[config.mk]
export PLATFORM = sky130hd
export DESIGN_NAME = serial_rx_collector_flat
export DESIGN_NICKNAME = d
export VERILOG_FILES = /design/src/rtl/serial_rx_pkg.sv /design/src/rtl/serial_rx_collector_if.sv /design/src/rtl/serial_rx_collector_sync.sv /design/src/rtl/serial_rx_collector.sv /design/src/flat_wrapper.sv
export SDC_FILE = /design/constraint.sdc
export NUM_CORES = 1
export LEC_CHECK = 0
export CORE_MARGIN = 2
export CORE_UTILIZATION = 49
export DETAILED_ROUTE_END_ITERATION = 12
export PLACE_DENSITY = 0.76
export REMOVE_ABC_BUFFERS = 1
export SLEW_MARGIN = 40
export SYNTH_ARGS = -nofsm -noshare
export SYNTH_HDL_FRONTEND = slang
export SYNTH_SLANG_ARGS = --single-unit
[constraint.sdc]
create_clock -name clk -period 2.58 [get_ports clk]
set_input_delay 0.516 -clock clk [delete_from_list [all_inputs] [get_ports clk]]
set_output_delay 0.516 -clock clk [all_outputs]
set_load 0.05 [all_outputs]
[src/rtl/serial_rx_pkg.sv]
`default_nettype none
// ============================================================================
//  Module      : serial_rx_pkg
//  Description : Shared types and constants for the serial receive collector.
//                RX_PARITY_EN selects 9 bits per byte (8 data + even parity).
//  Revision    : 1.0  initial release
// ============================================================================
package serial_rx_pkg;

  typedef enum logic [1:0] {
    IDLE = 2'd0,
    RECV = 2'd1,
    DONE = 2'd2
  } rx_state_e;

  localparam int BYTE_W = 8;

`ifdef RX_PARITY_EN
  localparam int BITS_PER_BYTE = 9;
`else
  localparam int BITS_PER_BYTE = 8;
`endif

  // Bit counter must reach BITS_PER_BYTE-1 (7 or 8)
  localparam int BIT_CNT_W = (BITS_PER_BYTE > 8) ? 4 : 3;

endpackage
`default_nettype wire

[src/rtl/serial_rx_collector_if.sv]
`default_nettype none
// ============================================================================
//  Module      : serial_rx_collector_if
//  Description : Ready/valid SRAM write port between the collector (master)
//                and the memory controller (slave).
//  Revision    : 1.0  initial release
// ============================================================================
interface serial_rx_collector_if #(
  parameter int ADDR_W = 4
);
  import serial_rx_pkg::*;

  logic [ADDR_W-1:0] memAddr;
  logic [BYTE_W-1:0] memData;
  logic              memWrite;
  logic              memReady;

  modport master (output memAddr, output memData, output memWrite, input memReady);
  modport slave  (input memAddr, input memData, input memWrite, output memReady);

endinterface
`default_nettype wire

[src/rtl/serial_rx_collector_sync.sv]
`default_nettype none
// ============================================================================
//  Module      : serial_sync
//  Description : Equal-depth synchronizers for the remote bit clock and data
//                line, plus rising-edge detection on the clock path. The data
//                output is aligned with the edge pulse.
//  Revision    : 1.0  initial release
// ============================================================================
module serial_sync #(
  parameter int SYNC_STAGES = 2
) (
  input  logic clk,
  input  logic reset,
  input  logic serial_clk,
  input  logic serial_in,
  output logic bit_edge,
  output logic bit_data
);

  logic [SYNC_STAGES-1:0] clk_sync_q, clk_sync_d;
  logic [SYNC_STAGES-1:0] data_sync_q, data_sync_d;
  logic                   clk_dly_q, clk_dly_d;

  // Shift both lines one stage deeper per clk; extra delay flop on clock only
  always_comb begin
    clk_sync_d     = clk_sync_q;
    data_sync_d    = data_sync_q;
    clk_sync_d[0]  = serial_clk;
    data_sync_d[0] = serial_in;
    for (int i = 1; i < SYNC_STAGES; i++) begin
      clk_sync_d[i]  = clk_sync_q[i-1];
      data_sync_d[i] = data_sync_q[i-1];
    end
    clk_dly_d = clk_sync_q[SYNC_STAGES-1];
  end

  // Synchronizer registers, cleared by the active-low synchronous reset
  always_ff @(posedge clk) begin
    if (!reset) begin
      clk_sync_q  <= '0;
      data_sync_q <= '0;
      clk_dly_q   <= 1'b0;
    end else begin
      clk_sync_q  <= clk_sync_d;
      data_sync_q <= data_sync_d;
      clk_dly_q   <= clk_dly_d;
    end
  end

  assign bit_edge = clk_sync_q[SYNC_STAGES-1] & ~clk_dly_q;
  assign bit_data = data_sync_q[SYNC_STAGES-1];

endmodule
`default_nettype wire

[src/rtl/serial_rx_collector.sv]
`default_nettype none
// ============================================================================
//  Module      : serial_rx_collector
//  Description : Recovers LSB-first bytes from an asynchronous serial link and
//                writes a NUM_BYTES frame to SRAM through a ready/valid port,
//                buffering completed bytes in a 2-entry FIFO.
//                Optional macro RX_PARITY_EN: 9th even-parity bit per byte.
//  Revision    : 1.0  initial release
// ============================================================================
module serial_rx_collector
  import serial_rx_pkg::*;
#(
  parameter int ADDR_W      = 4,
  parameter int NUM_BYTES   = 10,
  parameter int SYNC_STAGES = 2
) (
  input  logic                  clk,
  input  logic                  reset,
  input  logic                  rxEn,
  input  logic                  serialClk,
  input  logic                  serialIn,
  serial_rx_collector_if.master mem,
  output logic                  rxDone,
  output logic                  overrun,
  output logic                  parityErr
);

  localparam int CNT_W = $clog2(NUM_BYTES + 1);

  rx_state_e            state_q, state_d;
  logic [BYTE_W-1:0]    shift_q, shift_d;
  logic [BIT_CNT_W-1:0] bit_cnt_q, bit_cnt_d;
  logic [BYTE_W-1:0]    fifo_q [2];
  logic [BYTE_W-1:0]    fifo_d [2];
  logic                 wr_ptr_q, wr_ptr_d;
  logic                 rd_ptr_q, rd_ptr_d;
  logic [1:0]           cnt_q, cnt_d;
  logic [ADDR_W-1:0]    addr_q, addr_d;
  logic [CNT_W-1:0]     byte_cnt_q, byte_cnt_d;
  logic                 overrun_q, overrun_d;
  logic                 parity_err_q, parity_err_d;

  logic                 bit_edge, bit_data;
  logic                 rx_edge, last_bit, push_req, push, pop, mem_write;
  logic [BYTE_W-1:0]    new_byte;
  logic                 bad_parity;

  serial_sync #(.SYNC_STAGES(SYNC_STAGES)) u_sync (
    .clk        (clk),
    .reset      (reset),
    .serial_clk (serialClk),
    .serial_in  (serialIn),
    .bit_edge   (bit_edge),
    .bit_data   (bit_data)
  );

  assign mem_write = (state_q == RECV) && (cnt_q != 2'd0);
  assign pop       = mem_write && mem.memReady;
  assign rx_edge   = bit_edge && (state_q == RECV);
  assign last_bit  = (bit_cnt_q == BIT_CNT_W'(BITS_PER_BYTE - 1));
  assign push_req  = rx_edge && last_bit;
  // A pop on the same cycle frees a slot, so a full FIFO still takes the byte
  assign push      = push_req && ((cnt_q != 2'd2) || pop);

`ifdef RX_PARITY_EN
  // Data bits are already in the shifter; the 9th bit is parity only
  assign new_byte   = shift_q;
  assign bad_parity = ^{shift_q, bit_data};
`else
  assign new_byte   = {bit_data, shift_q[BYTE_W-1:1]};
  assign bad_parity = 1'b0;
`endif

  // Next-state for FSM, shifter, FIFO, address and sticky flags
  always_comb begin
    state_d      = state_q;
    shift_d      = shift_q;
    bit_cnt_d    = bit_cnt_q;
    fifo_d       = fifo_q;
    wr_ptr_d     = wr_ptr_q;
    rd_ptr_d     = rd_ptr_q;
    cnt_d        = cnt_q;
    addr_d       = addr_q;
    byte_cnt_d   = byte_cnt_q;
    overrun_d    = overrun_q;
    parity_err_d = parity_err_q;

    case (state_q)
      IDLE:    if (rxEn) state_d = RECV;
      RECV:    if (pop && (byte_cnt_q == CNT_W'(NUM_BYTES - 1))) state_d = DONE;
      DONE:    state_d = DONE;
      default: state_d = IDLE;
    endcase

    if (rx_edge) begin
      bit_cnt_d = last_bit ? '0 : bit_cnt_q + BIT_CNT_W'(1);
      if ((BITS_PER_BYTE == BYTE_W) || !last_bit) begin
        shift_d = {bit_data, shift_q[BYTE_W-1:1]};
      end
    end

    if (push) begin
      fifo_d[wr_ptr_q] = new_byte;
      wr_ptr_d         = ~wr_ptr_q;
    end
    if (push_req && !push) overrun_d = 1'b1;
    if (push && bad_parity) parity_err_d = 1'b1;

    if (pop) begin
      rd_ptr_d   = ~rd_ptr_q;
      addr_d     = addr_q + ADDR_W'(1);
      byte_cnt_d = byte_cnt_q + CNT_W'(1);
    end

    case ({push, pop})
      2'b10:   cnt_d = cnt_q + 2'd1;
      2'b01:   cnt_d = cnt_q - 2'd1;
      default: cnt_d = cnt_q;
    endcase

    // Disable flushes everything except the sticky error flags
    if (!rxEn) begin
      state_d    = IDLE;
      shift_d    = '0;
      bit_cnt_d  = '0;
      wr_ptr_d   = 1'b0;
      rd_ptr_d   = 1'b0;
      cnt_d      = 2'd0;
      addr_d     = '0;
      byte_cnt_d = '0;
    end
  end

  // State registers with active-low synchronous reset
  always_ff @(posedge clk) begin
    if (!reset) begin
      state_q      <= IDLE;
      shift_q      <= '0;
      bit_cnt_q    <= '0;
      for (int i = 0; i < 2; i++) fifo_q[i] <= '0;
      wr_ptr_q     <= 1'b0;
      rd_ptr_q     <= 1'b0;
      cnt_q        <= 2'd0;
      addr_q       <= '0;
      byte_cnt_q   <= '0;
      overrun_q    <= 1'b0;
      parity_err_q <= 1'b0;
    end else begin
      state_q      <= state_d;
      shift_q      <= shift_d;
      bit_cnt_q    <= bit_cnt_d;
      for (int i = 0; i < 2; i++) fifo_q[i] <= fifo_d[i];
      wr_ptr_q     <= wr_ptr_d;
      rd_ptr_q     <= rd_ptr_d;
      cnt_q        <= cnt_d;
      addr_q       <= addr_d;
      byte_cnt_q   <= byte_cnt_d;
      overrun_q    <= overrun_d;
      parity_err_q <= parity_err_d;
    end
  end

  assign mem.memAddr  = addr_q;
  assign mem.memData  = fifo_q[rd_ptr_q];
  assign mem.memWrite = mem_write;
  assign rxDone       = (state_q == DONE);
  assign overrun      = overrun_q;
  assign parityErr    = parity_err_q;

endmodule
`default_nettype wire
[src/flat_wrapper.sv]
// flat-port wrapper written by rule: the top's interface ports become plain ports
module serial_rx_collector_flat import serial_rx_pkg::*;
#(
  parameter int ADDR_W      = 4,
  parameter int NUM_BYTES   = 10,
  parameter int SYNC_STAGES = 2
)
  (clk, reset, rxEn, serialClk, serialIn, rxDone, overrun, parityErr, mem_memAddr, mem_memData, mem_memWrite, mem_memReady);
  serial_rx_collector_if #(.ADDR_W(ADDR_W)) mem_i ();
  input  logic clk;
  input  logic reset;
  input  logic rxEn;
  input  logic serialClk;
  input  logic serialIn;
  output logic rxDone;
  output logic overrun;
  output logic parityErr;
  output wire logic [$bits(mem_i.memAddr)-1:0] mem_memAddr;
  output wire logic [$bits(mem_i.memData)-1:0] mem_memData;
  output wire logic [$bits(mem_i.memWrite)-1:0] mem_memWrite;
  input wire logic [$bits(mem_i.memReady)-1:0] mem_memReady;
  assign mem_memAddr = mem_i.memAddr;
  assign mem_memData = mem_i.memData;
  assign mem_memWrite = mem_i.memWrite;
  assign mem_i.memReady = mem_memReady;
  serial_rx_collector #(.ADDR_W(ADDR_W), .NUM_BYTES(NUM_BYTES), .SYNC_STAGES(SYNC_STAGES)) u_core (.clk(clk), .reset(reset), .rxEn(rxEn), .serialClk(serialClk), .serialIn(serialIn), .mem(mem_i), .rxDone(rxDone), .overrun(overrun), .parityErr(parityErr));
endmodule
==> results of run 1 <==
-- worst paths after layout --
kind / startpoint / end / cells after the start
worst min register to register: u_core.u_sync.clk_sync_q[0] / u_core.u_sync.clk_sync_q[1] / 1
worst max register to register: u_core.state_q[1] / u_core.cnt_q[1] / 7
worst min-delay path: u_core.u_sync.clk_sync_q[0] / u_core.u_sync.clk_sync_q[1] / 1
worst max-delay path: u_core.state_q[1] / mem_memWrite / 4
-- registers in the layout, indices dropped and copies added (netlist names), 2 cells and up --
name / cells
u_core.u_sync.data_sync_q: 2
u_core.u_sync.clk_sync_q: 2
u_core.state_q: 2
u_core.mem.memAddr: 4
u_core.byte_cnt_q: 4
u_core.shift_q: 7
u_core.fifo_q: 16
u_core.cnt_q: 2
u_core.bit_cnt_q: 3
-- worst max-delay path: stages, from the launching register on --
cell and delay (ns):
dfxtp_1 0.33, inv_1 0.09, ha_1 0.24, nor2b_1 0.15
clkdlybuf4s50_1 0.80
-- area by class of cell --
class                           count  share of cell area [%]
Multi-Input combinational cell    143                    40.2
Sequential cell                    46                    39.9
Timing Repair Buffer               25                    10.3
Clock buffer                        6                    3.58
Clock inverter                      2                    2.60
Tap cell                           48                    2.60
Inverter                            5                   0.813
-- metal layers --
metal	part of all wire [%]	global-route usage (%)	vias up
li1	-	-	709
met1	49	20.7	631
met2	46	28.5	16
met3	2.5	3.21	8
met4	2.1	9.18	0
met5	0	0	-
-- per-stage QoR --
stage / power, W / setup slack (ns) / std cells / util, %
global route: 0.00146 / 0.0360 / 275 / 62.1
global placement: 0.000780 / 0.251 / 267 / 58.2
finish: 0.00142 / 0.158 / 275 / 62.1
detailed placement: 0.000781 / 0.218 / 267 / 58.2
floorplan: 0.000757 / 0.442 / 194 / -
CTS: 0.00143 / 0.0418 / 275 / 62.1
-- where the power goes --
group	internal, W	leakage, nW	total, W	switching (W)
registers	0.000714	0.372	0.000717	0.00000271
clock network	0.000413	0.0714	0.000652	0.000239
logic	0.0000181	0.456	0.0000470	0.0000289
-- kinds of logic after synthesis --
logic type	count (synthesis)
flops	46
mux	27
xor+xnor	10
compound gates	17
buf+inv	15
other cells	1
fa+ha+maj	9
simple gates	79
-- cell usage in the layout, fill, tap and decap left out, drive strengths merged --
| cell | n |
|---|---|
| xnor2 | 5 |
| inv | 5 |
| or3 | 1 |
| clkbuf | 6 |
| bufinv | 2 |
| clkdlybuf4s50 | 20 |
| o211a | 1 |
| conb | 1 |
| o41ai | 1 |
| mux2 | 8 |
| nand2 | 48 |
| a211oi | 1 |
| o21ai | 1 |
| xor2 | 5 |
| ha | 9 |
| dfxtp | 46 |
| nor2 | 17 |
| a21oi | 11 |
| or2 | 1 |
| mux2i | 19 |
| nand3b | 1 |
| nand4 | 2 |
| buf | 5 |
| a41oi | 1 |
| nor2b | 3 |
| nor3 | 1 |
| a211o | 1 |
| and2 | 5 |
==> summary.txt, run 1 <==
Timing
  – Rel. slew slack: between 50% and 60%
  – Final Critical Period: between 2 and 2.5 ns
  – Setup total negative slack: 0 ns
  – Clock Skew: ~0.0054 ns
  – Final slew viol count: 0
  – Final Hold Fails: 0
  – Fin crit share: 93.9%
  – Fmax: a little over 400 MHz
  – Worst hold margin: approximately 0.44 ns
  – Final setup viols: 0
  – Worst-margin pin slew: 0.655 ns
  – RSZ-0062 raised after global routing: no

Yosys
  – Post-synthesis mux area share: 14.6%
  – Post-synth EDFFs: 0
  – Ys async rst share: 0%
  – Area leader, netlist: dfxtp_1
  – Synth warn: 0
  – XOR/XNOR share of the synthesized area: roughly 4.6%
  – Yosys reg bits: 46
  – Post-synth top area share: ~48%
  – Avg Inst Size Synth: ~9.4 sq um
  – Complex-gate fraction of the synthesized area: 5.42%
  – Cell Area, Synth: 0.00192 sq mm
  – Post-synthesis simple-gate area fraction: 17.7%
  – Main combinational cell family by area after synthesis: simple AND/OR/NAND/NOR gates
  – Top-count cell post-synth: nand2_1
  – Mapped Cells: 204
  – Register area share after synthesis: between 40% and 50%
  – Area contributors post-synth: dfxtp_1 (48%), mux2i_1 (9.9%), nand2_1 (9.4%), ha_1 (5.9%), mux2_2 (4.7%)
  – Adder-cell area share of the yosys netlist: under 10%
  – Post-synth cell types: 29
  – Synth Flop Type: dfxtp_1
  – Most frequent cells after synthesis: nand2_1 (48), dfxtp_1 (46), mux2i_1 (19), nor2_1 (16), a21oi_1 (11)

Flow run
  – MaxCap Viol Count: 0

Critical path
  – Kind of end point of the critical path: output port
  – Setup CP Type: reg2out
  – CP Launch Type: flop
  – CP required: between 2 and 2.5 ns
  – CP max FO: 6
  – Crit path DAT: between 1.5 and 2 ns
  – Internal reg-to-reg setup slack: ~0.49 ns

Layout
  – Synth-to-Final Area Change: 20.4%
  – Fillers: 330
  – Nets: 241
  – Area occupied by multi-input gates: ~900 sq um
  – ANT cells: 0
  – Share of cells above drive strength 1: around a tenth
  – Design Area, Final: about 0.0023 sq mm
  – FF/Latch Area: slightly above 900 sq um

Clock tree
  – Clk_lat worst skew: 0.30 ns
  – Hold Buf Count CTS: 0
  – Postcts setup bufs: 0
  – Root Buffer Master: clkbuf_8
  – # H-tree levels: 2
  – Worst-path clk slew: about 0.08 ns
  – PostCTS Resize Cnt: 0
  – Max Root-Sink Buffers: 2
  – CTS tree: built
  – TritonCTS buffer count: 5
  – CTS sink count: 46

Detailed routing
  – Wire length per cell: roughly 12 um
  – 1st-iter DRT viols: 71
  – ANT nets after route: 0
  – DR pass1 iterations: 4
  – Vias per inst: about 5.0
  – Number of remaining DRC errors: 0
  – Vias: approximately 1400
  – WL final: between 3 and 4 mm

Placement
  – DP HPWL: around 2.2 mm
  – GP Congestion: about 0.70
  – IO Port Bufs: 20
  – Placed Area: about 0.0022 sq mm

Global routing
  – Largest net degree at the start of global routing: 31
  – Vias in the first global route: about 1300
  – GRT Overall Usage: 17.1%
  – Initial antenna violation count: 0
  – Remaining Overflow, GRT: 0
  – First-pass GRT wire length: 5.66 mm

Floorplan
  – Die H: 66.5 um
  – Std cell rows: 22
  – Io pins: 22
  – Die width: roughly 67 um
  – Core Footprint: approximately 0.0037 sq mm
  – Die Area: 0.00443 sq mm
  – Starting Density: a little over 50%

Status
  – Status: complete, no violations

Worst hold path
  – Hold crit path type: reg2reg

Power
  – LEAKAGE: roughly 0.9 nW
  – Power Dens Cells: ~610 mW/mm^2
  – VDD IR max: ~0.00035 V
Note: power is estimated with default switching activity, not from simulation.
==> run 2: changes to the inputs <==
--- a/config.mk
+++ b/config.mk
@@ -8,7 +8,7 @@
 export CORE_MARGIN = 2
 export CORE_UTILIZATION = 49
 export DETAILED_ROUTE_END_ITERATION = 12
-export PLACE_DENSITY = 0.76
+export PLACE_DENSITY = 0.71
 export REMOVE_ABC_BUFFERS = 1
 export SLEW_MARGIN = 40
 export SYNTH_ARGS = -nofsm -noshare
==> summary.txt, run 2 (synthesis gave the netlist of run 1 again) <==
Critical path
  – CP Launch Type: flop
  – CP Launch Point: u_core.state_q[1]
  – CP max FO: 6 (unchanged)
  – Setup CP Type: reg2out
  – Crit path buf inv count: 2 (unchanged)
  – Max incr delay on CP: 0.81 ns (about the same)
  – Reg2reg end: u_core.cnt_q[1]
  – Crit path DAT: 1.94 ns (+0.03 ns)
  – Kind of end point of the critical path: output port
  – R2r startpoint: u_core.state_q[1]
  – CP top delay family: buffers and inverters
  – CP required: 2.06 ns (about the same)
  – CP cell instances: inv_1 > ha_1 > nor2b_1 > clkdlybuf4s50_1
  – Internal reg-to-reg setup slack: 0.47 ns (-0.02 ns)
  – R2R depth: 7 (unchanged)
  – Slowest CP cell: clkdlybuf4s50_1

Global routing
  – Remaining Overflow, GRT: 0 (unchanged)
  – Vias in the first global route: 1412 (+7.8%)
  – Initial antenna violation count: 0 (unchanged)
  – First-pass GRT wire length: 6.12 mm (+8.1%)
  – GR Util met1: 19.4% (-1.3 points)
  – GRT Overall Usage: 18.4% (+1.3 points)
  – Largest net degree at the start of global routing: 31 (unchanged)
  – Grt peak-use layer: met2
  – Global Route met2 Usage: 34.3% (+5.8 points)
  – Met3 Use GR: 6.25% (+3.0 points)

Clock tree
  – Postcts setup bufs: 0 (unchanged)
  – Max Root-Sink Buffers: 2 (unchanged)
  – # H-tree levels: 2 (unchanged)
  – Hold Buf Count CTS: 0 (unchanged)
  – Worst-path clk slew: 0.08 ns (about the same)
  – TritonCTS buffer count: 5 (unchanged)
  – Root Buffer Master: clkbuf_8
  – CTS tree: built
  – CTS sink count: 46 (unchanged)
  – Clk_lat worst skew: 0.30 ns (about the same)
  – PostCTS Resize Cnt: 0 (unchanged)

Placement
  – Placed insts: 266 (-0.37%)
  – IO Port Bufs: 20 (unchanged)
  – DP HPWL: 2.59 mm (+19%)
  – GP Congestion: 0.767 (+9.0%)

Power
  – Sw Ratio: 22.1% (+3.0 points)
  – Sequential share of power: 58.9% (+8.3 points)
  – VDD IR max: 0.000354 V (+2.0%)
  – LEAKAGE: 0.870 nW (-3.3%)
  – Power Dens Cells: 540 mW/mm^2 (-12%)
  – Clock Power Share: 37.2% (-8.9 points)
  – P_int: 0.000948 W (-17%)
  – Net load switching power: 0.000269 W (-0.52%)
  – Comb pwr share: 3.9% (+0.6 points)

Layout
  – Max FFs per register: 16 (unchanged)
  – Most frequent cells in the layout: nand2_1 (48), dfxtp_1 (45), clkdlybuf4s50_1 (20), mux2i_1 (19), nor2_1 (16)
  – Largest registers: u_core.fifo_q: 16 flops, u_core.shift_q: 7 flops
  – Commonest non-fill, non-tap cell in the layout: nand2_1
  – Register with the most flip-flops: u_core.fifo_q
  – Final Util: 60.6% (-1.5 points)
  – ANT cells: 0 (unchanged)
  – Synth-to-Final Area Change: 17.6%
  – Non-Filler Instances: 274 (-0.36%)
  – Share of cells above drive strength 1: 9.73% (-0.40 points)
  – Nets: 240 (-0.41%)

Worst hold path
  – Worst hold path depth: 1 (unchanged)
  – Hold crit path type: reg2reg
  – WHS Endpoint: u_core.u_sync.data_sync_q[1]
  – Min-delay src: u_core.u_sync.data_sync_q[0]

Timing
  – Fin crit share: 95.3% (+1.4 points)
  – Fmax: 407 MHz (-1.5%)
  – Clock Skew: 0.00371 ns (-0.00174 ns)
  – Final setup viols: 0 (unchanged)
  – Final Hold Fails: 0 (unchanged)
  – Final slew viol count: 0 (unchanged)
  – Rel. slew slack: 55.9% (-0.26 points)
  – Final Critical Period: 2.46 ns (+0.0357 ns)
  – RSZ-0062 raised after global routing: no
  – Worst-margin pin slew: 0.659 ns (+0.00386 ns)
  – Worst hold margin: 0.438 ns (-0.00156 ns)
  – Setup total negative slack: 0 ns (unchanged)

Detailed routing
  – DR pass1 iterations: 4 (unchanged)
  – Vias: 1413 (+3.6%)
  – ANT nets after route: 0 (unchanged)
  – 1st-iter DRT viols: 50 (-30%)
  – Wire length per cell: 13.2 um (+13%)
  – Vias per inst: 5.16 (+4.0%)
  – WL final: 3.63 mm (+13%)
  – Number of remaining DRC errors: 0 (unchanged)

Floorplan
  – Std cell rows: 22 (unchanged)
  – Die H: 66.5 um (unchanged)
  – Die Area: 0.00443 sq mm (unchanged)
  – Die width: 66.5 um (unchanged)
  – Io pins: 22 (unchanged)
  – Starting Density: 51.6% (unchanged)
  – Core Footprint: 0.00372 sq mm (unchanged)

Status
  – Status: complete, no violations

Flow run
  – MaxCap Viol Count: 0 (unchanged)
## run 2: cell count changes in the layout (fill, tap and decap cells not counted)
cell        before  now
clkinv_2         0    1
buf_4            5    4
bufinv_16        2    0
clkinvlp_4       0    1
## run 2: how the worst max path moves through the flow
stage | endpoint | slack (ns) | cells past startpoint
6_report | mem_memWrite | 0.12 | 4
5_1_grt | mem_memWrite | 0.03 | 4
4_1_cts | mem_memData[6] | 0.05 | 2
3_5_place_dp | u_core.cnt_q[1] | 0.21 | 6
3_3_place_gp | u_core.cnt_q[1] | 0.26 | 6
2_1_floorplan | u_core.cnt_q[1] | 0.44 | 7
## run 2: per-stage QoR
stage                     area, sq um  total power, W  setup WS (ns)
after floorplan                  1870        0.000757          0.442
after global placement           2160        0.000779          0.259
after detailed placement         2160        0.000781          0.206
after CTS                        2250         0.00123         0.0464
after global routing             2250         0.00127         0.0298
final                            2250         0.00122          0.122
## run 2: layout make-up
class                      count  area, sq um
clock inverter                 2         12.5
timing repair buffer          24          230
clock buffer                   6         82.6
multi-input combinational    143          927
fill                         342         1460
sequential                    46          922
inverter                       5         18.8
tap                           48         60.1
## run 2: worst reg2reg max path, stage by stage, from the launching register on
cell      delay [ns]
dfxtp_1         0.33
inv_1           0.09
ha_1            0.25
nand3b_1        0.13
a211o_1         0.36
ha_1            0.34
or3_1           0.39
a21oi_1         0.14
## run 2: power by group through the flow
stage / sequential (W) / clock (W) / combinational (W)
after floorplan: 0.000733 / 0 / 0.0000241
after global routing: 0.000718 / 0.000504 / 0.0000519
after global placement: 0.000734 / 0 / 0.0000450
final: 0.000717 / 0.000453 / 0.0000470
after CTS: 0.000717 / 0.000461 / 0.0000472
after detailed placement: 0.000734 / 0 / 0.0000469
## run 2: per-layer routing
layer / share of wire [%] / wire length [um]
met1: 44 / 1580
met2: 51 / 1860
met3: 3.5 / 128
met4: 1.5 / 53
met5: 0 / 0
==> run 3: changes to the inputs <==
--- a/config.mk
+++ b/config.mk
@@ -8,7 +8,7 @@
 export CORE_MARGIN = 2
 export CORE_UTILIZATION = 49
 export DETAILED_ROUTE_END_ITERATION = 12
-export PLACE_DENSITY = 0.71
+export PLACE_DENSITY = 0.74
 export REMOVE_ABC_BUFFERS = 1
 export SLEW_MARGIN = 40
 export SYNTH_ARGS = -nofsm -noshare
==> constraint.sdc (replaced) <==
create_clock -name clk -period 2.25 [get_ports clk]
set_input_delay 0.45 -clock clk [delete_from_list [all_inputs] [get_ports clk]]
set_output_delay 0.45 -clock clk [all_outputs]
set_load 0.05 [all_outputs]
==> summary.txt, run 3 (synthesis gave the netlist of run 1 again) <==
Status
  – Status: complete, no violations

Critical path
  – CP Launch Type: flop
  – CP required: 1.80 ns (-0.26 ns)
  – Setup CP Type: reg2out
  – Max incr delay on CP: 0.79 ns (-0.02 ns)
  – Crit path DAT: 1.63 ns (-0.31 ns)
  – CP max FO: 3 (-3)
  – Slowest CP cell: clkdlybuf4s50_1
  – Crit path buf inv count: 2 (unchanged)
  – CP cell instances: inv_1 > ha_1 > clkdlybuf4s50_1
  – CP top delay family: buffers and inverters
  – Kind of end point of the critical path: output port
  – Internal reg-to-reg setup slack: 0.24 ns (-0.23 ns)

Detailed routing
  – Vias: 1343 (-5.0%)
  – ANT nets after route: 0 (unchanged)
  – Wl on met1: 1.54 mm (-3.0%)
  – 1st-iter DRT viols: 77 (+54%)
  – Top layer in use: met4
  – WL final: 3.18 mm (-12%)
  – Vias per inst: 4.83 (-6.3%)
  – DR pass1 iterations: 4 (unchanged)
  – Met2 wire length: 1.47 mm (-21%)
  – Number of remaining DRC errors: 0 (unchanged)
  – Routed met3 length: 124 um (-3.1%)
  – Wire length per cell: 11.5 um (-14%)

Global routing
  – Initial antenna violation count: 0 (unchanged)
  – Remaining Overflow, GRT: 0 (unchanged)
  – GRT Overall Usage: 16.6% (-1.8 points)
  – Vias in the first global route: 1257 (-11%)
  – First-pass GRT wire length: 5.54 mm (-9.5%)
  – Largest net degree at the start of global routing: 31 (unchanged)

Floorplan
  – Starting Density: 51.6% (unchanged)
  – Io pins: 22 (unchanged)
  – Die width: 66.5 um (unchanged)
  – Die H: 66.5 um (unchanged)
  – Std cell rows: 22 (unchanged)
  – Die Area: 0.00443 sq mm (unchanged)
  – Core Footprint: 0.00372 sq mm (unchanged)

Power
  – Comb pwr share: 4.1% (+0.2 points)
  – Sw Ratio: 21.6% (-0.56 points)
  – LEAKAGE: 0.906 nW (+4.2%)
  – Power Dens Cells: 615 mW/mm^2 (+14%)
  – Net load switching power: 0.000300 W (+11%)
  – P_int: 0.00109 W (+15%)
  – Clock Power Share: 36.7% (-0.5 points)
  – Sequential share of power: 59.2% (+0.3 points)
  – VDD IR max: 0.000442 V (+25%)

Placement
  – IO Port Bufs: 20 (unchanged)
  – GP Congestion: 0.826 (+7.7%)
  – DP HPWL: 2.21 mm (-15%)
  – Placed insts: 270 (+1.5%)
  – Pre-CTS setup slack: 0.0558 ns (-0.151 ns)
  – Placed Area: 0.00216 sq mm (+0.35%)

Layout
  – Fillers: 341 (-0.29%)
  – Max FFs per register: 16 (unchanged)
  – Nets: 244 (+1.7%)
  – Design Area, Final: 0.00226 sq mm (+0.28%)
  – Largest registers: u_core.fifo_q: 16 flops, u_core.shift_q: 7 flops
  – Most frequent cells in the layout: nand2_1 (48), dfxtp_1 (46), mux2i_1 (19), buf_4 (17), nor2_1 (16)
  – Commonest non-fill, non-tap cell in the layout: nand2_1
  – Final Util: 60.8% (+0.17 points)
  – ANT cells: 0 (unchanged)
  – Non-Filler Instances: 278 (+1.5%)
  – Register with the most flip-flops: u_core.fifo_q
  – Synth-to-Final Area Change: 17.9%
  – Share of cells above drive strength 1: 14.8% (+5.0 points)

Timing
  – Final setup viols: 0 (unchanged)
  – Min setup slack post-route: 0.168 ns (+0.0462 ns)
  – Clock Skew: 0.00338 ns (-0.000324 ns)
  – Final slew viol count: 0 (unchanged)
  – Setup total negative slack: 0 ns (unchanged)
  – Final Hold Fails: 0 (unchanged)
  – RSZ-0062 raised after global routing: no
  – Final Critical Period: between 2 and 2.5 ns
  – Fmax: about 480 MHz
  – Fin crit share: between 90% and 100%

Clock tree
  – CTS tree: built
  – CTS sink count: 46 (unchanged)
  – Root Buffer Master: clkbuf_8
  – Max Root-Sink Buffers: 2 (unchanged)
  – Hold Buf Count CTS: 0 (unchanged)
  – TritonCTS buffer count: 5 (unchanged)
  – Clk_lat worst skew: 0.29 ns (about the same)
  – PostCTS Resize Cnt: 0 (unchanged)
  – Worst-path clk slew: 0.08 ns (about the same)
  – Postcts setup bufs: 0 (unchanged)
  – # H-tree levels: 2 (unchanged)

Worst hold path
  – Hold crit path type: reg2reg

Flow run
  – MaxCap Viol Count: 0 (unchanged)
run 3: per-stage QoR:
| step | hold slack, ns | power [W] |
|---|---|---|
| final | 0.438 | 0.00139 |
| after global routing | 0.470 | 0.00145 |
| after CTS | 0.443 | 0.00140 |
| after detailed placement | 0.423 | 0.000898 |
| after global placement | 0.414 | 0.000898 |
| after floorplan | 0.412 | 0.000868 |
run 3: power by group through the flow:
stage	clock network, W	registers [W]	logic [W]
global route	0.000562	0.000823	0.0000634
CTS	0.000525	0.000822	0.0000573
detailed placement	0	0.000841	0.0000571
finish	0.000510	0.000822	0.0000568
global placement	0	0.000841	0.0000566
floorplan	0	0.000841	0.0000276
run 3: final cells by class:
| class | count | area (sq um) | area share, % |
|---|---|---|---|
| Multi-Input combinational cell | 143 | 927 | 41.0 |
| Sequential cell | 46 | 921 | 40.8 |
| Timing Repair Buffer | 28 | 238 | 10.5 |
| Clock buffer | 6 | 82.6 | 3.65 |
| Tap cell | 48 | 60.1 | 2.66 |
| Inverter | 5 | 18.8 | 0.831 |
| Clock inverter | 2 | 12.5 | 0.554 |
run 3: final timing paths:
kind	to	from	depth (start not counted)
max	rxDone	u_core.state_q[0]	3
min	u_core.u_sync.data_sync_q[1]	u_core.u_sync.data_sync_q[0]	1
max reg2reg	u_core.cnt_q[1]	u_core.state_q[1]	7
min reg2reg	u_core.u_sync.data_sync_q[1]	u_core.u_sync.data_sync_q[0]	1
run 3: metal layers:
| layer | up-vias | GRT usage [%] |
|---|---|---|
| met4 | 0 | 6.89 |
| met5 | - | 0 |
| met2 | 25 | 26.6 |
| li1 | 714 | - |
| met1 | 598 | 21.1 |
| met3 | 6 | 4.22 |
